[config.mk]
export PLATFORM = sky130hd
export DESIGN_NAME = instruction_fetch
export DESIGN_NICKNAME = d
export VERILOG_FILES = /design/src/rtl/rv32i_pkg.sv /design/src/rtl/fetch_slot.sv /design/src/rtl/instruction_fetch.sv
export SDC_FILE = /design/constraint.sdc
export NUM_CORES = 1
export LEC_CHECK = 0
export BUFFER_PORTS_ARGS = -buffer_cell sky130_fd_sc_hd__buf_2
export CORE_MARGIN = 3
export CORE_UTILIZATION = 38
export DETAILED_ROUTE_END_ITERATION = 6
export PLACE_DENSITY_LB_ADDON = 0.15
export SETUP_SLACK_MARGIN = 0.3
export SLEW_MARGIN = 20
export SYNTH_ARGS = -nofsm -noshare
export SYNTH_HDL_FRONTEND = slang
export SYNTH_SLANG_ARGS = --single-unit
[constraint.sdc]
create_clock -name clk -period 6.85 [get_ports clk]
set_clock_uncertainty 0.05 [all_clocks]
set_input_delay 0.685 -clock clk [delete_from_list [all_inputs] [get_ports clk]]
set_output_delay 0.685 -clock clk [all_outputs]
set_load 0.05 [all_outputs]
[src/rtl/rv32i_pkg.sv]
// Shared rv32i core definitions: reset PC, canonical NOP, fetch state encoding.
package rv32i_pkg;

  localparam int unsigned XLEN = 32;
  localparam int unsigned INSTR_BYTES = 4;

  localparam logic [XLEN-1:0] RESET_PC_DEFAULT = 32'h0000_0000;
  localparam logic [XLEN-1:0] INSTR_NOP        = 32'h0000_0013;

  typedef enum logic {
    RUN   = 1'b0,
    FAULT = 1'b1
  } fetch_state_e;

  // A fetch target must sit on a 4-byte boundary.
  function automatic logic is_misaligned(input logic [1:0] addr_lsb);
    return addr_lsb != 2'b00;
  endfunction

endpackage

[src/rtl/fetch_slot.sv]
// Single-entry IF/ID output register with valid/ready handshake and flush.
module fetch_slot
  import rv32i_pkg::*;
#(
  parameter int unsigned AW = XLEN,
  parameter int unsigned DW = XLEN
) (
  input  logic          clk,
  input  logic          rst,
  input  logic          load,
  input  logic          flush,
  input  logic          ready,
  input  logic [DW-1:0] in_instr,
  input  logic [AW-1:0] in_pc,
  output logic          valid,
  output logic [DW-1:0] instr,
  output logic [AW-1:0] pc,
  output logic          free_c
);

  assign free_c = !valid || ready;

  // Flush wins over load; a consumed entry with nothing behind it drains.
  always_ff @(posedge clk or posedge rst) begin
    if (rst) begin
      valid <= 1'b0;
      instr <= DW'(INSTR_NOP);
      pc    <= '0;
    end else if (flush) begin
      valid <= 1'b0;
    end else if (load) begin
      valid <= 1'b1;
      instr <= in_instr;
      pc    <= in_pc;
    end else if (ready) begin
      valid <= 1'b0;
    end
  end

endmodule

[src/rtl/instruction_fetch.sv]
// Fetch stage: owns the PC, feeds the IF/ID slot and halts on misaligned redirects.
module instruction_fetch
  import rv32i_pkg::*;
#(
  parameter int unsigned   AW       = XLEN,
  parameter int unsigned   DW       = XLEN,
  parameter logic [AW-1:0] RESET_PC = AW'(RESET_PC_DEFAULT)
) (
  input  logic          clk,
  input  logic          rst,
  output logic [AW-1:0] imem_addr,
  input  logic [DW-1:0] imem_data,
  input  logic          redirect_valid,
  input  logic [AW-1:0] redirect_pc,
  output logic          id_valid,
  input  logic          id_ready,
  output logic [DW-1:0] id_instr,
  output logic [AW-1:0] id_pc,
  output logic          fetch_fault,
  output logic [AW-1:0] fault_pc,
  output logic [31:0]   fetch_count
);

  localparam int unsigned CW = 32;

  fetch_state_e  state, state_d;
  logic [AW-1:0] pc_q, pc_d;
  logic          fault_q, fault_d;
  logic [AW-1:0] fault_pc_q, fault_pc_d;
  logic [CW-1:0] count_q;
  logic          slot_load_c;
  logic          slot_flush_c;
  logic          slot_free_c;
  logic          fire_c;

  fetch_slot #(
    .AW (AW),
    .DW (DW)
  ) u_slot (
    .clk      (clk),
    .rst      (rst),
    .load     (slot_load_c),
    .flush    (slot_flush_c),
    .ready    (id_ready),
    .in_instr (imem_data),
    .in_pc    (pc_q),
    .valid    (id_valid),
    .instr    (id_instr),
    .pc       (id_pc),
    .free_c   (slot_free_c)
  );

  assign fire_c = id_valid && id_ready;

  // State and PC registers.
  always_ff @(posedge clk or posedge rst) begin
    if (rst) begin
      state      <= RUN;
      pc_q       <= RESET_PC;
      fault_q    <= 1'b0;
      fault_pc_q <= '0;
    end else begin
      state      <= state_d;
      pc_q       <= pc_d;
      fault_q    <= fault_d;
      fault_pc_q <= fault_pc_d;
    end
  end

  // Next-state: redirect beats both stall and fill; FAULT is terminal until reset.
  always_comb begin
    state_d      = state;
    pc_d         = pc_q;
    fault_d      = fault_q;
    fault_pc_d   = fault_pc_q;
    slot_load_c  = 1'b0;
    slot_flush_c = 1'b0;
    case (state)
      RUN: begin
        if (redirect_valid) begin
          slot_flush_c = 1'b1;
          if (is_misaligned(redirect_pc[1:0])) begin
            state_d    = FAULT;
            fault_d    = 1'b1;
            fault_pc_d = redirect_pc;
          end else begin
            pc_d = redirect_pc;
          end
        end else if (slot_free_c) begin
          slot_load_c = 1'b1;
          pc_d        = pc_q + AW'(INSTR_BYTES);
        end
      end
      FAULT: begin
        slot_flush_c = 1'b1;
      end
      default: begin
        state_d = RUN;
      end
    endcase
  end

  // Handshake counter; a flushed-but-consumed slot still counts.
  always_ff @(posedge clk or posedge rst) begin
    if (rst) begin
      count_q <= '0;
    end else if (fire_c) begin
      count_q <= count_q + CW'(1);
    end
  end

  assign imem_addr   = pc_q;
  assign fetch_fault = fault_q;
  assign fault_pc    = fault_pc_q;
  assign fetch_count = count_q;

endmodule

After elaboration in Yosys (flattened, before gate mapping) --
Cells that the tools add are included.
Word-level totals: register bits after elaboration 163, output and inout port bits 162
Cells by class: multiplexer cells 14, bitwise gates (word level) 2, add/subtract/negate cells 2, equality and inequality tests 1, reduce and logical (&&, ||, !) cells 9
Operators with widths (number):
- $mux W32 | 3
- $add A32 B1 Y32 const B | 1
- $add A32 B3 Y32 const B | 1
- $mux W1 | 10
- $reduce_and A3 Y1 | 2
- $reduce_bool A2 Y1 | 2
- $reduce_bool A3 Y1 | 1
- $ne A2 B2 Y1 const B | 1
- $not A1 Y1 | 2
- $pmux W1 S2 | 1
- $reduce_and A2 Y1 | 1
- $logic_and A1 B1 Y1 | 1
- $logic_not A1 Y1 | 1
- $logic_or A1 B1 Y1 | 1

Depth between registers and ports, before layout --
Gate-level depths: netlist (run 1).
word-level depth 7, depth in mapped cells 7, gate-level depth less buffers 6

Hierarchy --
From an unflattened synthesis (run 1), not the netlist that was laid out.
Unflattened totals: cells, all modules 571, area total of the unflattened synthesis 7455.9 um^2
Modules (own cells, without submodules):
- instruction_fetch | times used 1, area an instance 4707.0 um^2, cells an instance 430, seq. area each 2452.4 um^2
- fetch_slot | times used 1, area an instance 2748.9 um^2, cells an instance 141, seq. area each 1630.3 um^2

Least setup slack after synthesis (run 1) --
OpenSTA, ideal clock, no wires.
path type register to register, start reg count_q[0] (netlist: fetch_count[0]), end reg count_q[26] (netlist: fetch_count[26]), data arrival time 2.101 ns, path slack 4.558 ns, cell stages (with the launch flop) 7, period minus slack after synthesis 2.292 ns, path through dfrtp_1 ha_1 nand4_1 or3_1 nor3_1 nand4_1 xnor2_1
Between the ends: cells in the longest elaborated chain, start to end 1
Ends and longest elaborated chain:
- start: declaration | RTL line instruction_fetch.sv:30 | logic [CW-1:0] count_q;
- start signal: assignment | RTL line instruction_fetch.sv:108 | count_q <= count_q + CW'(1);
- $add A32 B1 Y32 | RTL line instruction_fetch.sv:108
No other way between the ends. A chain may end at the register's enable or synchronous reset.

Worst setup path after layout (run 1) --
start in redirect_valid, end reg fault_pc_q[26] (netlist: fault_pc[26])
Between the ends: cells in the longest elaborated chain, start to end 1
Ends and longest elaborated chain:
- start: declaration | RTL line instruction_fetch.sv:13 | input logic redirect_valid,
- $reduce_and A3 Y1 (no line)
- end signal: assignment | RTL line instruction_fetch.sv:66 | fault_pc_q <= fault_pc_d;
- end: declaration | RTL line instruction_fetch.sv:29 | logic [AW-1:0] fault_pc_q, fault_pc_d;
No other way between the ends.

==> metrics, run 1 <==
hold_buf cts 0; WP buf/inv 3; worst setup margin 3450 ps; Synth top cells by count nand2_1, dfrtp_1, mux2_2, clkbuf_1, nor2_1; Async S/R FF share, synth 100%; Die Ht 142 um; Warnings, synthesis 0; Critical Path RT 7090 ps; io pins 230; global placement routability congestion 0.738; library cells used by synthesis 53; sequential share of the synthesized area 57.8%; CP Capture Type register; Starting Density 39.1%; router iterations before antenna repair 4; TritonCTS Buffers 17; Sw Share 35.1%; Clock Power Share 34.7%; first-pass GRT wire length 30600 um; CP Launch Point redirect_valid; vias post-DR 5804; NetSw 996 uW; Post-synth EDFFs 0; Post-Syn Area 0.00707 mm2; final hold vios 0; top_reg_cell synth dfrtp_1; placed cell count 1124; final setup vio count 0; slowest stage delay, CP 820 ps; HP Class input port to register; Gate Count Post-Synth 697; top-count cell post-synth nand2_1; largest net degree at the start of global routing 100; fin. max-slew vios 0; antenna viol nets, final 0; Int Power 1840 uW; Core Rows 49; cells along the critical path buf_2, clkinv_1, nor3b_4, buf_4, mux2_2; final core occ 49.9%; gr usage total 19.2%; DP Wirelength 13500 um; PD cells 315 mW/mm2; drt total wl 19500 um; startpoint types input port; gr ovfl total 0; Layout area overhead 27.7%; leakage dissipation 0.00468 uW; worst skew pair latency 420 ps; Clock Tree Root clkbuf_16; clock slew at reported path FFs 60 ps; Resized Gates After CTS 0; vias in the first global route 5525; RSZ-0062 raised after global routing false; VDD IR-drop max 0.171 mV; Comb power frac 24.5%; CP top delay family buffers and inverters; nets@finish 984; initial DRC count 275; share of the synthesized area in the top cell type 56.7%; vias per cell 5.02; Worst Path Max Fanout 42; Avg Cell Area, Syn 10.1 um2; CTS tree done; synth top area cells dfrtp_1, nand2_1, mux2_2; Max H-tree Level 4; setup TNS 0 ps; dpl ws 3010 ps; Layout Cells excl Fill 1157; CP Data Arrival Time 3640 ps; initial antenna violation count 1; worst setup path class input port to register; Core Footprint 0.0181 mm2; Die X-Extent 142 um; CP max stage cell clkinv_1; area leader, netlist dfrtp_1; Slew headroom 31.4%; Final Critical Period 3400 ps; drt wl/cell 16.8 um; postcts setup bufs 0; Final Cycle Share 49.7%; number of port buffers 229; synthesized flop and latch total 163; HP Start imem_data[28]; Die Area 0.0203 mm2; post-synth net total 767; fraction of layout cells with a size suffix above 1 34.1%; status finished, final reports clean; actual slew at the worst max-slew pin 1030 ps; maxcap violations 0; reg-to-reg startpoint u_slot.valid; Max Clk Rate 0.294 GHz; Residual DRC 0; Seq pwr share 40.8%; clk sinks 163; clock buffer depth 2
## area by class of cell
cell class                 instances  area, um2
clock buffer                      24        492
sequential                       163       4080
clock inverter                     8        124
multi-input combinational        490       2820
timing repair buffer             233       1180
tap                              229        287
inverter                           9       38.8
fill                            1745       9060
antenna                            1       2.50
## logic make-up (layout without fill, tap and decap cells)
group	count (synthesis)	in the layout	synth area share [%]
adders and majority gates	2	2	0.354
muxes	36	36	5.70
other	0	1	0
AOI/OAI and AO/OA	81	81	7.92
DFF	163	163	57.8
and+or+nand+nor	340	340	21.8
buffers and inverters	44	274	2.59
xor gates and xnor gates	31	31	3.84
## state kept, by name, indices dropped and copies added (netlist names)
signal,cells
u_slot.pc,32
u_slot.valid,1
fetch_fault,1
fetch_count,32
state,1
imem_addr,32
fault_pc,32
u_slot.instr,32
## through the flow
step	power [uW]	hold WS (ps)	cell area [um2]
global placement	1870	396	8410
detailed placement	1880	401	8410
finish	2840	402	9020
global route	2970	384	9020
CTS	2880	377	9020
floorplan	1680	485	7070
## worst paths after layout
kind	to	slack (ps)	cells after the start
worst min register to register	u_slot.instr[0]	410	2
worst min-delay path	u_slot.instr[28]	400	3
worst max-delay path	fault_pc[26]	3450	5
max in group asynchronous	imem_addr[17]	4930	3
min in group asynchronous	fetch_count[23]	420	2
worst max register to register	imem_addr[17]	4250	5
## per-layer routing
| metal | track usage, % | routed length (um) | vias up |
|---|---|---|---|
| met2 | 29.1 | 9080 | 166 |
| met4 | 5.95 | 242 | 0 |
| li1 | - | - | 2828 |
| met5 | 0 | 0 | - |
| met3 | 5.01 | 1140 | 14 |
| met1 | 27.1 | 9000 | 2796 |
## worst reg2reg max path: cells and delay by family, from the launching register on
| family | cells | cell delay (ps) |
|---|---|---|
| AO/OA/AOI/OAI | 2 | 340 |
| flip-flops | 1 | 430 |
| AND/OR/NAND/NOR | 3 | 1630 |
## power by group through the flow
stage / logic [uW] / clock network, uW / registers [uW]
detailed placement: 703 / 0 / 1170
global placement: 699 / 0 / 1170
global route: 735 / 1060 / 1170
finish: 695 / 986 / 1160
CTS: 703 / 1010 / 1160
floorplan: 124 / 0 / 1560
## cell usage in the layout, fill, tap and decap left out, types with 3 or more instances in the layout
master,n
nor4_1,3
or3_1,4
and2_1,3
a22oi_1,4
a311oi_1,11
o22ai_1,6
or2_2,6
a2bb2oi_1,3
clkbuf_16,17
a21oi_1,16
o311ai_0,3
nor2_1,23
dfrtp_1,160
clkbuf_1,3
clkbuf_8,4
o2bb2ai_1,3
buf_2,229
bufinv_16,3
nand2_1,213
and4_1,5
nor3_1,21
buf_4,4
nand4_1,16
inv_1,7
o21ai_0,14
nand3_1,22
o31ai_1,3
and3_1,9
dfstp_2,3
xor2_1,8
a211oi_1,6
xnor2_1,23
mux2_2,34
Note: power is estimated with default switching activity, not from simulation.
==> inputs of run 2 (changes only) <==
==> constraint.sdc (replaced) <==
create_clock -name clk -period 2.8 [get_ports clk]
set_clock_uncertainty 0.05 [all_clocks]
set_input_delay 0.28 -clock clk [delete_from_list [all_inputs] [get_ports clk]]
set_output_delay 0.28 -clock clk [all_outputs]
set_load 0.05 [all_outputs]
==> metrics, run 2 (synthesis gave the netlist of run 1 again) <==
final hold slack 51.4 ps (was 402 ps); global placement routability congestion 0.813 (was 0.738); startpoint types register (was input port); WP buf/inv 0 (was 3); # diodes 0 (was 1); first-pass GRT wire length 32100 um (was 30600 um); hold path depth 2 (was 3); Layout Cells excl Fill 1202 (was 1157); status finished, final reports clean (unchanged); CP Capture Type register (unchanged); leakage dissipation 0.00487 uW (was 0.00468 uW); Sw Share 37.2% (was 35.1%); RSZ-0062 raised after global routing false (unchanged); maxcap violations 0 (unchanged); HP Start redirect_pc[5] (was imem_data[28]); Worst Path Max Fanout 24 (was 42); clock slew at reported path FFs 70 ps (was 60 ps); Core Footprint 0.0181 mm2 (unchanged); Core Rows 49 (unchanged); Max H-tree Level 4 (unchanged); Layout area overhead 33.6% (was 27.7%); HP Class input port to register (unchanged); final setup vio count 0 (unchanged); gr ovfl total 0 (unchanged); Critical Path RT 3060 ps (was 7090 ps); CP Data Arrival Time 2540 ps (was 3640 ps); Resized Gates After CTS 0 (unchanged); fraction of layout cells with a size suffix above 1 34.2% (was 34.1%); Final Critical Period 2280 ps; postcts setup bufs 0 (unchanged); worst setup path class register to register (was input port to register); Max Clk Rate 0.439 GHz; FF-to-FF path depth 4 (was 5); CTS tree done (unchanged); reg2reg end imem_addr[11] (was imem_addr[17]); Final Cycle Share 81.4%; Comb power frac 25.7% (was 24.5%); DP Wirelength 14000 um (was 13500 um); flop2flop setup slack 520 ps (was 4250 ps); worst hold endpoint fault_pc[5] (was u_slot.instr[28]); cells along the critical path or2_2, o21ai_2, o21ai_0, a22o_1 (was buf_2, clkinv_1, nor3b_4, buf_4, mux2_2); Starting Density 39.1% (unchanged); clk sinks 163 (unchanged); Residual DRC 0 (unchanged); number of port buffers 229 (unchanged); final hold vios 0 (unchanged); Die Area 0.0203 mm2 (unchanged); Clock Tree Root clkbuf_16 (unchanged); drt total wl 20100 um (was 19500 um); Seq pwr share 41.7% (was 40.8%); largest net degree at the start of global routing 71 (was 100); vias per cell 5.04 (was 5.02); fin. max-slew vios 0 (unchanged); initial DRC count 290 (was 275); Slew headroom 31.1% (was 31.4%); slowest stage delay, CP 810 ps (was 820 ps); PD cells 720 mW/mm2 (was 315 mW/mm2); Int Power 4270 uW (was 1840 uW); router iterations before antenna repair 4 (unchanged); TritonCTS Buffers 17 (unchanged); vias post-DR 6057 (was 5804); initial antenna violation count 0 (was 1); drt wl/cell 16.7 um (was 16.8 um); setup TNS 0 ps (unchanged); antenna viol nets, final 0 (unchanged); commonest non-fill, non-tap cell in the layout buf_2 (unchanged); Pwr Total 6800 uW (was 2840 uW); placed cell count 1137 (was 1124); CP max stage cell o21ai_2 (was clkinv_1); nets@finish 1030 (was 984); reg-to-reg startpoint state (was u_slot.valid); CP top delay family compound AO/OA/AOI/OAI gates (was buffers and inverters); gr usage total 20.0% (was 19.2%); clock buffer depth 2 (unchanged); Die Ht 142 um (unchanged); VDD IR-drop max 0.440 mV (was 0.171 mV); NetSw 2530 uW (was 996 uW); Clock Power Share 32.6% (was 34.7%); commonest cells after routing, fill and taps aside buf_2, nand2_1, dfrtp_1 (unchanged); vias in the first global route 5874 (was 5525); Die X-Extent 142 um (unchanged); io pins 230 (unchanged); worst skew pair latency 430 ps (was 420 ps); actual slew at the worst max-slew pin 1030 ps (about the same)
[run 2: how the worst max path moves through the flow]
stage	start	depth (start not counted)	slack [ps]	end
floorplan	rst	1	400	fault_pc[0]
global placement	redirect_valid	5	430	imem_addr[11]
detailed placement	redirect_valid	5	380	imem_addr[11]
CTS	state	4	530	imem_addr[11]
global route	imem_addr[2]	6	340	imem_addr[22]
finish	state	4	520	imem_addr[11]
[run 2: final cells by class]
cell class,count,area (um2)
repair buffers,279,1640
fillers,1678,8650
multi-input cells,490,2830
well taps,229,287
clock buffers,20,467
inverters,9,37.5
flip-flops and latches,163,4080
clock inverters,12,96.3
[run 2: metrics by stage]
step / utilization [%] / area (um2) / setup WS, ps
2_1_floorplan: - / 7070 / 402
3_3_place_gp: 47.2 / 8540 / 432
3_5_place_dp: 47.2 / 8540 / 382
4_1_cts: 52.2 / 9440 / 532
5_1_grt: 52.2 / 9440 / 344
6_report: 52.2 / 9440 / 521
[run 2: what timing repair did]
action                     in CTS  in global routing
hold endpoints to repair       90                  0
setup endpoints to repair       0                  0
hold buffers                   33                  0
[run 2: metal layers]
layer / GRT usage [%] / up-vias / wire length [um]
li1: - / 2923 / -
met1: 27.9 / 2935 / 9450
met2: 31.5 / 183 / 9370
met3: 5.38 / 16 / 1090
met4: 4.40 / 0 / 229
met5: 0 / - / 0
[run 2: power groups by stage]
| stage | logic, uW | clock network (uW) | registers [uW] |
|---|---|---|---|
| floorplan | 304 | 0 | 3810 |
| finish | 1750 | 2220 | 2830 |
| global route | 1840 | 2390 | 2870 |
| CTS | 1760 | 2280 | 2830 |
| detailed placement | 1730 | 0 | 2870 |
| global placement | 1720 | 0 | 2870 |
==> inputs of run 3 (changes only) <==
--- a/config.mk
+++ b/config.mk
@@ -5,6 +5,7 @@
 export SDC_FILE = /design/constraint.sdc
 export NUM_CORES = 1
 export LEC_CHECK = 0
+export ABC_AREA = 1
 export BUFFER_PORTS_ARGS = -buffer_cell sky130_fd_sc_hd__buf_2
 export CORE_MARGIN = 3
 export CORE_UTILIZATION = 38
==> constraint.sdc (replaced) <==
create_clock -name clk -period 1.97 [get_ports clk]
set_clock_uncertainty 0.05 [all_clocks]
set_input_delay 0.197 -clock clk [delete_from_list [all_inputs] [get_ports clk]]
set_output_delay 0.197 -clock clk [all_outputs]
set_load 0.05 [all_outputs]
==> metrics, run 3 <==
RSZ-0062 raised after global routing true (was false); library cells used by synthesis 36 (was 53); largest net degree at the start of global routing 43 (was 71); worst setup path class register to register (unchanged); Design Area, Final 0.0110 mm2 (was 0.00944 mm2); status finished, final reports clean (unchanged); Critical Path RT 2240 ps (was 3060 ps); TritonCTS Buffers 17 (unchanged); Die Ht 150 um (was 142 um); Sw Share 41.2% (was 37.2%); Warnings, synthesis 0 (unchanged); gr ovfl total 0 (unchanged); Clock Tree Root clkbuf_16 (unchanged); drt total wl 23700 um (was 20100 um); maxcap violations 0 (unchanged); Slew headroom 68.4% (was 31.1%); vias post-DR 7169 (was 6057); vias per cell 4.74 (was 5.04); leakage dissipation 0.00564 uW (was 0.00487 uW); Clock Power Share 30.0% (was 32.6%); sequential share of the synthesized area 51.7% (was 57.8%); startpoint types register (unchanged); share of the synthesized area in the top cell type 50.7% (was 56.7%); Final Critical Period 1650 ps (was 2280 ps); antenna viol nets, final 0 (unchanged); Seq pwr share 37.8% (was 41.7%); FF+latch area 0.00409 mm2 (was 0.00408 mm2); worst skew pair latency 430 ps (about the same); synth top area cells dfrtp_1, nand2_1, mux2_2 (unchanged); Comb power frac 32.2% (was 25.7%); Core Footprint 0.0204 mm2 (was 0.0181 mm2); first-pass GRT wire length 36700 um (was 32100 um); # diodes 0 (unchanged); setup TNS 0 ps (unchanged); Core Rows 52 (was 49); Layout area overhead 38.6% (was 33.6%); area leader, netlist dfrtp_1 (unchanged); commonest non-fill, non-tap cell in the layout nand2_1 (was buf_2); io pins 230 (unchanged); vias in the first global route 6894 (was 5874); placed cell count 1401 (was 1137); router iterations before antenna repair 5 (was 4); clk sinks 163 (unchanged); Async S/R FF share, synth 100% (unchanged); DP Wirelength 16800 um (was 14000 um); post-synth net total 980 (was 767); clock buffer depth 2 (unchanged); final hold slack 23.1 ps (was 51.4 ps); commonest cells after routing, fill and taps aside nand2_1, buf_2, dfrtp_1 (was buf_2, nand2_1, dfrtp_1); multi-input logic area 0.00343 mm2 (was 0.00283 mm2); Max Clk Rate 0.605 GHz (was 0.439 GHz); CP Data Arrival Time 1920 ps (was 2540 ps); global placement routability congestion 0.882 (was 0.813); PD cells 1040 mW/mm2 (was 720 mW/mm2); Worst Path Max Fanout 4 (was 24); Max H-tree Level 4 (unchanged); Starting Density 38.8% (was 39.1%); NetSw 4690 uW (was 2530 uW); VDD IR-drop max 0.578 mV (was 0.440 mV); Filler cells 1908 (was 1678); Layout Cells excl Fill 1512 (was 1202); Pwr Total 11400 uW (was 6800 uW); actual slew at the worst max-slew pin 473 ps (was 1030 ps); drt wl/cell 15.7 um (was 16.7 um); CTS tree done (unchanged); Die X-Extent 150 um (was 142 um); final hold vios 0 (unchanged); top-count cell post-synth nand2_1 (unchanged); initial DRC count 404 (was 290); HP Class input port to register (unchanged); CP Capture Type register (unchanged); Post-Syn Area 0.00790 mm2 (was 0.00707 mm2); Gate Count Post-Synth 910 (was 697); Residual DRC 0 (unchanged); placed cell areas 0.00946 mm2 (was 0.00854 mm2); clock slew at reported path FFs 70 ps (about the same); Post-synth EDFFs 0 (unchanged); Synth top cells by count nand2_1, dfrtp_1, inv_1, nor2_1, o21ai_0 (was nand2_1, dfrtp_1, mux2_2, clkbuf_1, nor2_1); synthesized flop and latch total 163 (unchanged); initial antenna violation count 0 (unchanged); Int Power 6680 uW (was 4270 uW); gr usage total 20.7% (was 20.0%); Die Area 0.0226 mm2 (was 0.0203 mm2); top_reg_cell synth dfrtp_1 (unchanged); Final Cycle Share 83.9% (was 81.4%); Avg Cell Area, Syn 8.68 um2 (was 10.1 um2); fraction of layout cells with a size suffix above 1 34.1% (was 34.2%); nets@finish 1299 (was 1030); final setup vio count 0 (unchanged); fin. max-slew vios 0 (unchanged); number of port buffers 229 (unchanged)
-- run 3: cell count changes after synthesis, moves of 17 or more --
cell	previous run	this run
mux2_2	34	53
nand3_1	22	42
nor3_1	21	4
nor2_1	24	71
nand2_1	213	290
inv_1	8	88
o21ai_0	14	60
-- run 3: power groups by stage --
| stage | clock, uW | sequential, uW | combinational (uW) |
|---|---|---|---|
| after global placement | 0 | 4340 | 3500 |
| after detailed placement | 0 | 4350 | 3520 |
| final | 3410 | 4300 | 3660 |
| after CTS | 3500 | 4300 | 3610 |
| after global routing | 3660 | 4380 | 3900 |
| after floorplan | 0 | 6090 | 772 |
-- run 3: area by class of cell --
class,instances,share of cell area (%)
Sequential cell,163,37.4
Timing Repair Buffer,325,19.6
Clock inverter,15,1.61
Tap cell,270,3.08
Multi-Input combinational cell,631,31.3
Inverter,91,3.15
Clock buffer,17,3.88
-- run 3: worst max-delay path, stage by stage (launching register included) --
cell and delay [ps]:
dfrtp_1 400, ha_2 210, nand2_2 80, nor2_4 200, nand2_1 150, nor2_2 170, nand2_1 60, nand2_1 50
nand3_1 60, nand2_1 80, nand2_1 40
-- run 3: logic make-up after synthesis --
kind of cell	after synthesis	synth area share (%)
and+or+nand+nor	457	25.2
DFF	163	51.7
buffers and inverters	117	6.51
AOI/OAI and AO/OA	97	6.44
muxes	53	7.55
xor gates and xnor gates	21	2.33
adders and majority gates	2	0.317
-- run 3: final timing paths --
check,start,endpoint,slack (ps),depth (start not counted)
max,imem_addr[2],imem_addr[24],320,10
min,redirect_pc[29],fault_pc[29],20,3
max reg2reg,imem_addr[2],imem_addr[24],320,10
min reg2reg,fetch_fault,fetch_fault,420,2
max in group asynchronous,rst,fetch_count[23],870,4
min in group asynchronous,rst,fault_pc[23],300,3
-- run 3: layer usage --
layer / track usage [%] / share of wire, % / wire (um)
met5: 0 / 0 / 0
met4: 7.27 / 2.5 / 585
met3: 4.61 / 6.5 / 1540
met2: 32.9 / 46 / 10900
met1: 28.0 / 45 / 10600
-- run 3: metrics by stage --
| stage | worst slack [ps] | utilization (%) |
|---|---|---|
| 3_3_place_gp | 244 | 46.4 |
| 6_report | 318 | 53.8 |
| 5_1_grt | 176 | 53.8 |
| 4_1_cts | 295 | 52.1 |
| 3_5_place_dp | 216 | 46.4 |
| 2_1_floorplan | -345 | - |
-- run 3: timing repair --
item / CTS / global route
gates cloned: 0 / 3
hold buffers: 54 / 0
pin swaps: 0 / 15
setup endpoints to repair: 9 / 40
setup buffers: 0 / 22
endpoints found under the hold margin: 66 / 0
gates resized for setup: 3 / 38
